==> config.mk <==
export PLATFORM = sky130hd
export DESIGN_NAME = mesh_axi_wr_endpoint
export DESIGN_NICKNAME = d
export VERILOG_FILES = /design/src/rtl/mesh_pkg.sv /design/src/rtl/wr_beat_ctrl.sv /design/src/rtl/mesh_axi_wr_endpoint.sv
export SDC_FILE = /design/constraint.sdc
export NUM_CORES = 1
export LEC_CHECK = 0
export ABC_AREA = 1
export BUFFER_PORTS_ARGS = -buffer_cell sky130_fd_sc_hd__buf_2
export CAP_MARGIN = 40
export CORE_ASPECT_RATIO = 0.5
export CORE_UTILIZATION = 41
export CTS_CLUSTER_SIZE = 12
export DETAILED_ROUTE_END_ITERATION = 12
export GPL_TIMING_DRIVEN = 0
export PLACE_DENSITY_LB_ADDON = 0.08
export REMOVE_ABC_BUFFERS = 1
export SLEW_MARGIN = 40
export SYNTH_ARGS = -nofsm -noshare
export SYNTH_HDL_FRONTEND = slang
export SYNTH_SLANG_ARGS = --single-unit
==> constraint.sdc <==
create_clock -name ACLK -period 1.5 [get_ports ACLK]
set_input_delay 0 -clock ACLK [delete_from_list [all_inputs] [get_ports ACLK]]
set_output_delay 0 -clock ACLK [all_outputs]
set_load 0.02 [all_outputs]
==> src/rtl/mesh_pkg.sv <==
// rtl/mesh_pkg.sv - shared flit layout, response codes and FSM states for the mesh write endpoint
package mesh_pkg;

  localparam int FLIT_W  = 40;
  localparam int COORD_W = 4;

  typedef enum logic [1:0] {
    FLIT_WREQ = 2'b01,
    FLIT_BRSP = 2'b11
  } flit_type_e;

  // header field low-bit positions
  localparam int TYPE_LO = 38;
  localparam int DSTX_LO = 34;
  localparam int DSTY_LO = 30;
  localparam int SRCX_LO = 26;
  localparam int SRCY_LO = 22;
  localparam int ID_LO   = 18;
  localparam int LEN_LO  = 10;

  localparam logic [1:0] BRESP_OKAY   = 2'b00;
  localparam logic [1:0] BRESP_SLVERR = 2'b10;
  localparam logic [1:0] BRESP_DECERR = 2'b11;

  typedef enum logic [2:0] {
    ST_HDR,
    ST_ADDR,
    ST_AW,
    ST_DATA,
    ST_BWAIT,
    ST_RESP,
    ST_DROP
  } wr_state_e;

endpackage

==> src/rtl/wr_beat_ctrl.sv <==
// rtl/wr_beat_ctrl.sv - W-channel beat counter with wlast, short-packet padding and overlong-packet detection
module wr_beat_ctrl (
  input  logic       clk,
  input  logic       rst_n,
  input  logic       active,
  input  logic [7:0] len,
  input  logic       flit_valid,
  input  logic       flit_last,
  input  logic       wready,
  output logic       wvalid,
  output logic       flit_ready,
  output logic       wlast,
  output logic       pad,
  output logic       burst_done,
  output logic       early_last,
  output logic       extra_flit
);

  logic [7:0] cnt;
  logic       pad_q;
  logic       beat;

  // once padding starts the flit stream is no longer consulted for this burst
  assign pad        = pad_q;
  assign wlast      = active && (cnt == len);
  assign wvalid     = active && (pad_q || flit_valid);
  assign flit_ready = active && !pad_q && wready;
  assign beat       = wvalid && wready;
  assign burst_done = beat && wlast;
  assign early_last = beat && !pad_q && flit_last && !wlast;
  assign extra_flit = burst_done && !pad_q && !flit_last;

  always_ff @(posedge clk or negedge rst_n) begin
    if (!rst_n) begin
      cnt   <= 8'd0;
      pad_q <= 1'b0;
    end else if (!active) begin
      cnt   <= 8'd0;
      pad_q <= 1'b0;
    end else if (beat) begin
      if (wlast) begin
        cnt   <= 8'd0;
        pad_q <= 1'b0;
      end else begin
        cnt <= cnt + 8'd1;
        if (early_last) pad_q <= 1'b1;
      end
    end
  end

endmodule

==> src/rtl/mesh_axi_wr_endpoint.sv <==
// rtl/mesh_axi_wr_endpoint.sv - replays mesh write-request packets as AXI4 bursts and returns a BRSP flit
// Optional counters stat_done/stat_err are built when MESH_AXI_WR_STATS_EN is defined.
module mesh_axi_wr_endpoint
  import mesh_pkg::*;
#(
  parameter int ADDR_WIDTH = 16,
  parameter int DATA_WIDTH = 32,
  parameter int ID_WIDTH   = 4,
  parameter int ROUTER_X   = 0,
  parameter int ROUTER_Y   = 0
) (
  input  logic                  ACLK,
  input  logic                  ARESETn,
  input  logic [39:0]           s_axis_tdata,
  input  logic                  s_axis_tvalid,
  input  logic                  s_axis_tlast,
  output logic                  s_axis_tready,
  output logic [39:0]           m_axis_tdata,
  output logic                  m_axis_tvalid,
  output logic                  m_axis_tlast,
  input  logic                  m_axis_tready,
  output logic [ADDR_WIDTH-1:0] awaddr,
  output logic [ID_WIDTH-1:0]   awid,
  output logic [7:0]            awlen,
  output logic [2:0]            awsize,
  output logic [1:0]            awburst,
  output logic                  awvalid,
  input  logic                  awready,
  output logic [DATA_WIDTH-1:0] wdata,
  output logic [3:0]            wstrb,
  output logic                  wlast,
  output logic                  wvalid,
  input  logic                  wready,
  input  logic [ID_WIDTH-1:0]   bid,
  input  logic [1:0]            bresp,
  input  logic                  bvalid,
  output logic                  bready
`ifdef MESH_AXI_WR_STATS_EN
  ,
  output logic [15:0]           stat_done,
  output logic [15:0]           stat_err
`endif
);

  localparam logic [COORD_W-1:0] OWN_X = COORD_W'(ROUTER_X);
  localparam logic [COORD_W-1:0] OWN_Y = COORD_W'(ROUTER_Y);

  wr_state_e state, state_n;

  logic                  live;
  logic [COORD_W-1:0]    src_x_q, src_y_q, id_q;
  logic [7:0]            len_q;
  logic [ADDR_WIDTH-1:0] addr_q;
  logic                  err_q, drop_to_bwait;
  logic [1:0]            bresp_q;

  logic       in_data, flit_ready, pad, burst_done, early_last, extra_flit;
  logic [1:0] hdr_type;
  logic       is_wreq;
  logic [39:0] rsp_flit;
  logic       unused_ok;

  assign hdr_type  = s_axis_tdata[TYPE_LO +: 2];
  assign is_wreq   = (hdr_type == FLIT_WREQ);
  assign in_data   = (state == ST_DATA);
  assign unused_ok = ^{bid, s_axis_tdata[DSTX_LO +: 2*COORD_W]};

  wr_beat_ctrl u_beat (
    .clk        (ACLK),
    .rst_n      (ARESETn),
    .active     (in_data),
    .len        (len_q),
    .flit_valid (s_axis_tvalid),
    .flit_last  (s_axis_tlast),
    .wready     (wready),
    .wvalid     (wvalid),
    .flit_ready (flit_ready),
    .wlast      (wlast),
    .pad        (pad),
    .burst_done (burst_done),
    .early_last (early_last),
    .extra_flit (extra_flit)
  );

  assign awaddr  = addr_q;
  assign awid    = ID_WIDTH'(id_q);
  assign awlen   = len_q;
  assign awsize  = 3'b010;
  assign awburst = 2'b01;
  assign wdata   = (in_data && !pad) ? s_axis_tdata[DATA_WIDTH-1:0] : '0;
  assign wstrb   = (in_data && !pad) ? s_axis_tdata[35:32] : 4'h0;

  assign rsp_flit     = {FLIT_BRSP, src_x_q, src_y_q, OWN_X, OWN_Y, id_q, 16'h0000, bresp_q};
  assign m_axis_tdata = m_axis_tvalid ? rsp_flit : 40'h0;
  assign m_axis_tlast = m_axis_tvalid;

  always_ff @(posedge ACLK or negedge ARESETn) begin
    if (!ARESETn) begin
      state <= ST_HDR;
      live  <= 1'b0;
    end else begin
      state <= state_n;
      live  <= 1'b1;
    end
  end

  always_comb begin
    state_n       = state;
    s_axis_tready = 1'b0;
    awvalid       = 1'b0;
    bready        = 1'b0;
    m_axis_tvalid = 1'b0;
    case (state)
      ST_HDR: begin
        s_axis_tready = live;
        if (live && s_axis_tvalid) begin
          if (!is_wreq)          state_n = s_axis_tlast ? ST_HDR : ST_DROP;
          else if (s_axis_tlast) state_n = ST_RESP;
          else                   state_n = ST_ADDR;
        end
      end
      ST_ADDR: begin
        s_axis_tready = 1'b1;
        if (s_axis_tvalid) state_n = s_axis_tlast ? ST_RESP : ST_AW;
      end
      ST_AW: begin
        awvalid = 1'b1;
        if (awready) state_n = ST_DATA;
      end
      ST_DATA: begin
        s_axis_tready = flit_ready;
        if (burst_done) state_n = extra_flit ? ST_DROP : ST_BWAIT;
      end
      ST_BWAIT: begin
        bready = 1'b1;
        if (bvalid) state_n = ST_RESP;
      end
      ST_RESP: begin
        m_axis_tvalid = 1'b1;
        if (m_axis_tready) state_n = ST_HDR;
      end
      ST_DROP: begin
        s_axis_tready = 1'b1;
        if (s_axis_tvalid && s_axis_tlast) state_n = drop_to_bwait ? ST_BWAIT : ST_HDR;
      end
      default: state_n = ST_HDR;
    endcase
  end

  // a request header that is also the last flit is answered with SLVERR and no AXI traffic
  always_ff @(posedge ACLK or negedge ARESETn) begin
    if (!ARESETn) begin
      src_x_q       <= '0;
      src_y_q       <= '0;
      id_q          <= '0;
      len_q         <= '0;
      addr_q        <= '0;
      err_q         <= 1'b0;
      drop_to_bwait <= 1'b0;
      bresp_q       <= BRESP_OKAY;
    end else begin
      case (state)
        ST_HDR: if (live && s_axis_tvalid) begin
          src_x_q       <= s_axis_tdata[SRCX_LO +: COORD_W];
          src_y_q       <= s_axis_tdata[SRCY_LO +: COORD_W];
          id_q          <= s_axis_tdata[ID_LO +: COORD_W];
          len_q         <= s_axis_tdata[LEN_LO +: 8];
          err_q         <= 1'b0;
          drop_to_bwait <= 1'b0;
          bresp_q       <= (is_wreq && s_axis_tlast) ? BRESP_SLVERR : BRESP_OKAY;
        end
        ST_ADDR: if (s_axis_tvalid) begin
          addr_q <= s_axis_tdata[ADDR_WIDTH-1:0];
          if (s_axis_tlast) bresp_q <= BRESP_SLVERR;
        end
        ST_DATA: begin
          if (early_last || extra_flit) err_q <= 1'b1;
          if (extra_flit) drop_to_bwait <= 1'b1;
        end
        ST_BWAIT: if (bvalid) begin
          bresp_q <= (err_q && bresp != BRESP_DECERR) ? BRESP_SLVERR : bresp;
        end
        default: ;
      endcase
    end
  end

`ifdef MESH_AXI_WR_STATS_EN
  always_ff @(posedge ACLK or negedge ARESETn) begin
    if (!ARESETn) begin
      stat_done <= 16'h0000;
      stat_err  <= 16'h0000;
    end else if (m_axis_tvalid && m_axis_tready) begin
      if (stat_done != 16'hFFFF) stat_done <= stat_done + 16'd1;
      if (bresp_q != BRESP_OKAY && stat_err != 16'hFFFF) stat_err <= stat_err + 16'd1;
    end
  end
`endif

endmodule

==> results by group <==
Outcome
  – Outcome: finished, violations left
  – Failing checks: setup timing

STA
  – Unrepaired setup endpoints after global routing: true
  – Skew final: ~0.0058 ns
  – Final hold violations: 0
  – Setup violations, final: 52
  – Fin crit share: 105%
  – Final max-slew violation count: 0
  – Slew @ Worst Pin: slightly above 0.7 ns
  – FMAX: roughly 0.63 GHz
  – Period minus WS final: approximately 1.6 ns
  – Final worst-path setup slack: -0.0818 ns
  – Max-slew headroom: approximately 53%

Critical path
  – R2r setup slk: -0.03 ns
  – Crit path kind: flip-flop to output port
  – Setup crit end: m_axis_tdata[19]
  – CP Max Fanout: 14
  – Worst Path Arrival: between 1.5 and 2 ns
  – Startpoint Class: flip-flop
  – Reg-to-reg endpoint: u_beat.cnt[6]
  – Required time of the critical path: around 1.5 ns
  – Worst r2r src: state[2]
  – CP Capture Type: output port
  – Setup crit start: state[1]
  – Worst reg-to-reg path cell count: 10

Final layout
  – Diodes inserted: 0
  – Register area: ~1300 um^2
  – Final nets: about 700
  – Most frequent cells in the layout: 88 x nand2_1, 81 x buf_2, 78 x inv_1
  – Most common cell after layout, fill and taps aside: nand2_1
  – Multi-input logic area: ~1800 um^2
  – Layout Utilization: 71.6%
  – Layout cell share with drive strength beyond 1: roughly 43%
  – Layout filler cell count: 600
  – Syn-to-layout area delta: 67.9%
  – Post-route insts no fill: around 730

Floorplan
  – Die width: ~130 um
  – Core area: 7380 um^2
  – Row count: 22
  – Die ar.: around 8000 um^2
  – Initial Utilization: between 40 and 50%
  – Die Height: around 64 um
  – I/O pin count: 170

Synthesis
  – Synthesized area: ~3100 um^2
  – EDFF count, synth: 0
  – Mapped Cells: around 450
  – Async set or reset register ratio after synthesis: 100%
  – Warnings from Yosys: 0
  – Post-synth top flop: dfrtp_1
  – Seq/Total Area, Yosys: between 40% and 50%
  – Netlist cell types: 30
  – Avg Cell Area, Syn: ~7.0 um^2
  – #FFs+latches synth: between 50 and 60

Global routing
  – Initial antenna violation count: 0
  – Global Route Usage Sum: 23.7%
  – Largest net degree at the start of global routing: 54
  – Vias in the first global route: ~3000
  – First-pass GRT wire length: 14800 um
  – Grt total ovfl: 0

Place
  – Dpl cells: between 600 and 700
  – GPL Wtd Cong: between 0.8 and 0.9
  – Pre-CTS setup slack: -0.470 ns
  – Buffers on Ports: 134
  – Detailed Place HPWL: approximately 5600 um

Drt
  – DR DRC count: 0
  – Number of routed nets with antenna violations: 0
  – Routed wire length: just under 10000 um
  – WL per Instance: 13.4 um
  – Starting DRT DRC Count: 150
  – Vias per cell: around 4.7
  – First-pass DRT Iterations: 4
  – Via count: ~3400

Clock network
  – Longest Clk Path Bufs: 2
  – H-tree levels: 2
  – Sink Count: 53
  – Worst-path clk slew: about 0.08 ns
  – Latest clock arrival within the worst-skew pair: roughly 0.3 ns
  – CTS tree: built
  – Num CTS Buffers: 5
  – CTS root buffer: clkbuf_16

Run
  – Max cap viols: 0

Pwr
  – Worst vdd ir: 1.04 mV
  – Power per standard cell area: 1540 nW/um^2
  – Leakage power: around 2.8 nW

Hold path
  – Min-delay worst type: primary input to flip-flop
## routing by layer
metal	up-vias	routed length, um	global-route usage, %
met2	116	4710	39.9
met3	11	461	4.86
met5	-	0	0
met1	1632	4520	31.8
met4	0	92	5.12
li1	1658	-	-
## Yosys cell counts, types with 2 or more instances
cell type | count | area share [%]
nand4_1 | 3 | 0.60
xor2_1 | 2 | 0.56
clkbuf_1 | 8 | 0.95
dfrtp_1 | 53 | 42
o21ai_0 | 38 | 6.0
nand2_4 | 2 | 0.72
buf_2 | 2 | 0.32
a31oi_1 | 2 | 0.40
nor3_1 | 3 | 0.48
nand3_1 | 8 | 1.3
nor2_4 | 2 | 0.72
a21oi_1 | 5 | 0.80
inv_1 | 83 | 9.9
conb_1 | 2 | 0.24
nor3_2 | 3 | 0.95
ha_1 | 3 | 1.2
nor2_1 | 73 | 8.7
o21ai_1 | 10 | 1.6
inv_2 | 8 | 0.95
buf_4 | 32 | 7.6
nand2_1 | 96 | 11
## critical path, cell delays in order (launching register included)
cell	delay, ns
dfrtp_2	0.48
buf_12	0.16
nor2_4	0.14
nand2_4	0.09
buf_12	0.15
nor2_1	0.11
buf_4	0.15
## area by class of cell
| cell class | count | area share (%) |
|---|---|---|
| Sequential cell | 53 | 25.2 |
| Timing Repair inverter | 4 | 1.21 |
| Multi-Input combinational cell | 289 | 33.4 |
| Inverter | 91 | 6.99 |
| Tap cell | 96 | 2.27 |
| Timing Repair Buffer | 188 | 28.1 |
| Clock buffer | 5 | 2.37 |
| Clock inverter | 3 | 0.545 |
## power by group
group          switching (mW)  internal (mW)  total, mW
registers               0.326           1.98       2.30
logic                    2.86           1.70       4.56
clock network           0.602          0.645       1.25
total                    3.79           4.32       8.11
## how the worst min path moves through the flow
| stage | to | from | slack [ns] | cells past startpoint |
|---|---|---|---|---|
| final | awaddr[4] | s_axis_tdata[4] | 0.001 | 3 |
| after floorplan | awaddr[0] | ARESETn | -0.30 | 0 |
| after global placement | awid[3] | s_axis_tdata[21] | 0.22 | 3 |
| after global routing | u_beat.pad | s_axis_tlast | 0.02 | 3 |
| after detailed placement | awlen[7] | ARESETn | 0.09 | 1 |
| after CTS | u_beat.pad | s_axis_tlast | 0.007 | 3 |
## flip-flops by register name (all words and copies together) (netlist names)
signal,cells
awaddr,16
awid,4
awlen,8
bresp_q,2
drop_to_bwait,1
err_q,1
live,1
src_x_q,4
src_y_q,4
state,3
u_beat.cnt,8
u_beat.pad,1
## cell families (layout without fill, tap and decap cells)
logic type      count (synthesis)  after routing  synth area share, %
xor+xnor                        2              2                0.557
fa+ha+maj                       3              3                 1.19
buf+inv                       134            291                 19.9
other cells                     2             30                0.239
simple gates                  195            196                 26.5
compound gates                 58             58                 9.51
flops                          53             53                 42.2
## stage by stage
step | hold slack (ns) | cell area [um^2] | setup TNS, ns | total power [mW]
6_report | 0.000990 | 5280 | -1.59 | 8.11
5_1_grt | 0.0242 | 5280 | -5.73 | 8.63
4_1_cts | 0.00653 | 4890 | -1.01 | 7.69
3_5_place_dp | 0.0935 | 3780 | -7.04 | 5.53
3_3_place_gp | 0.221 | 3760 | -41.61 | 5.47
2_1_floorplan | -0.296 | 2970 | -14.79 | 4.43
## repair_timing
item,in CTS,in global routing
pin swaps,10,19
setup endpoints to repair,102,82
gates cloned,5,0
setup buffers,18,9
resized for setup,148,92
hold buffers,26,0
hold endpoints to repair,82,0
(Power assumes the default switching activity.)
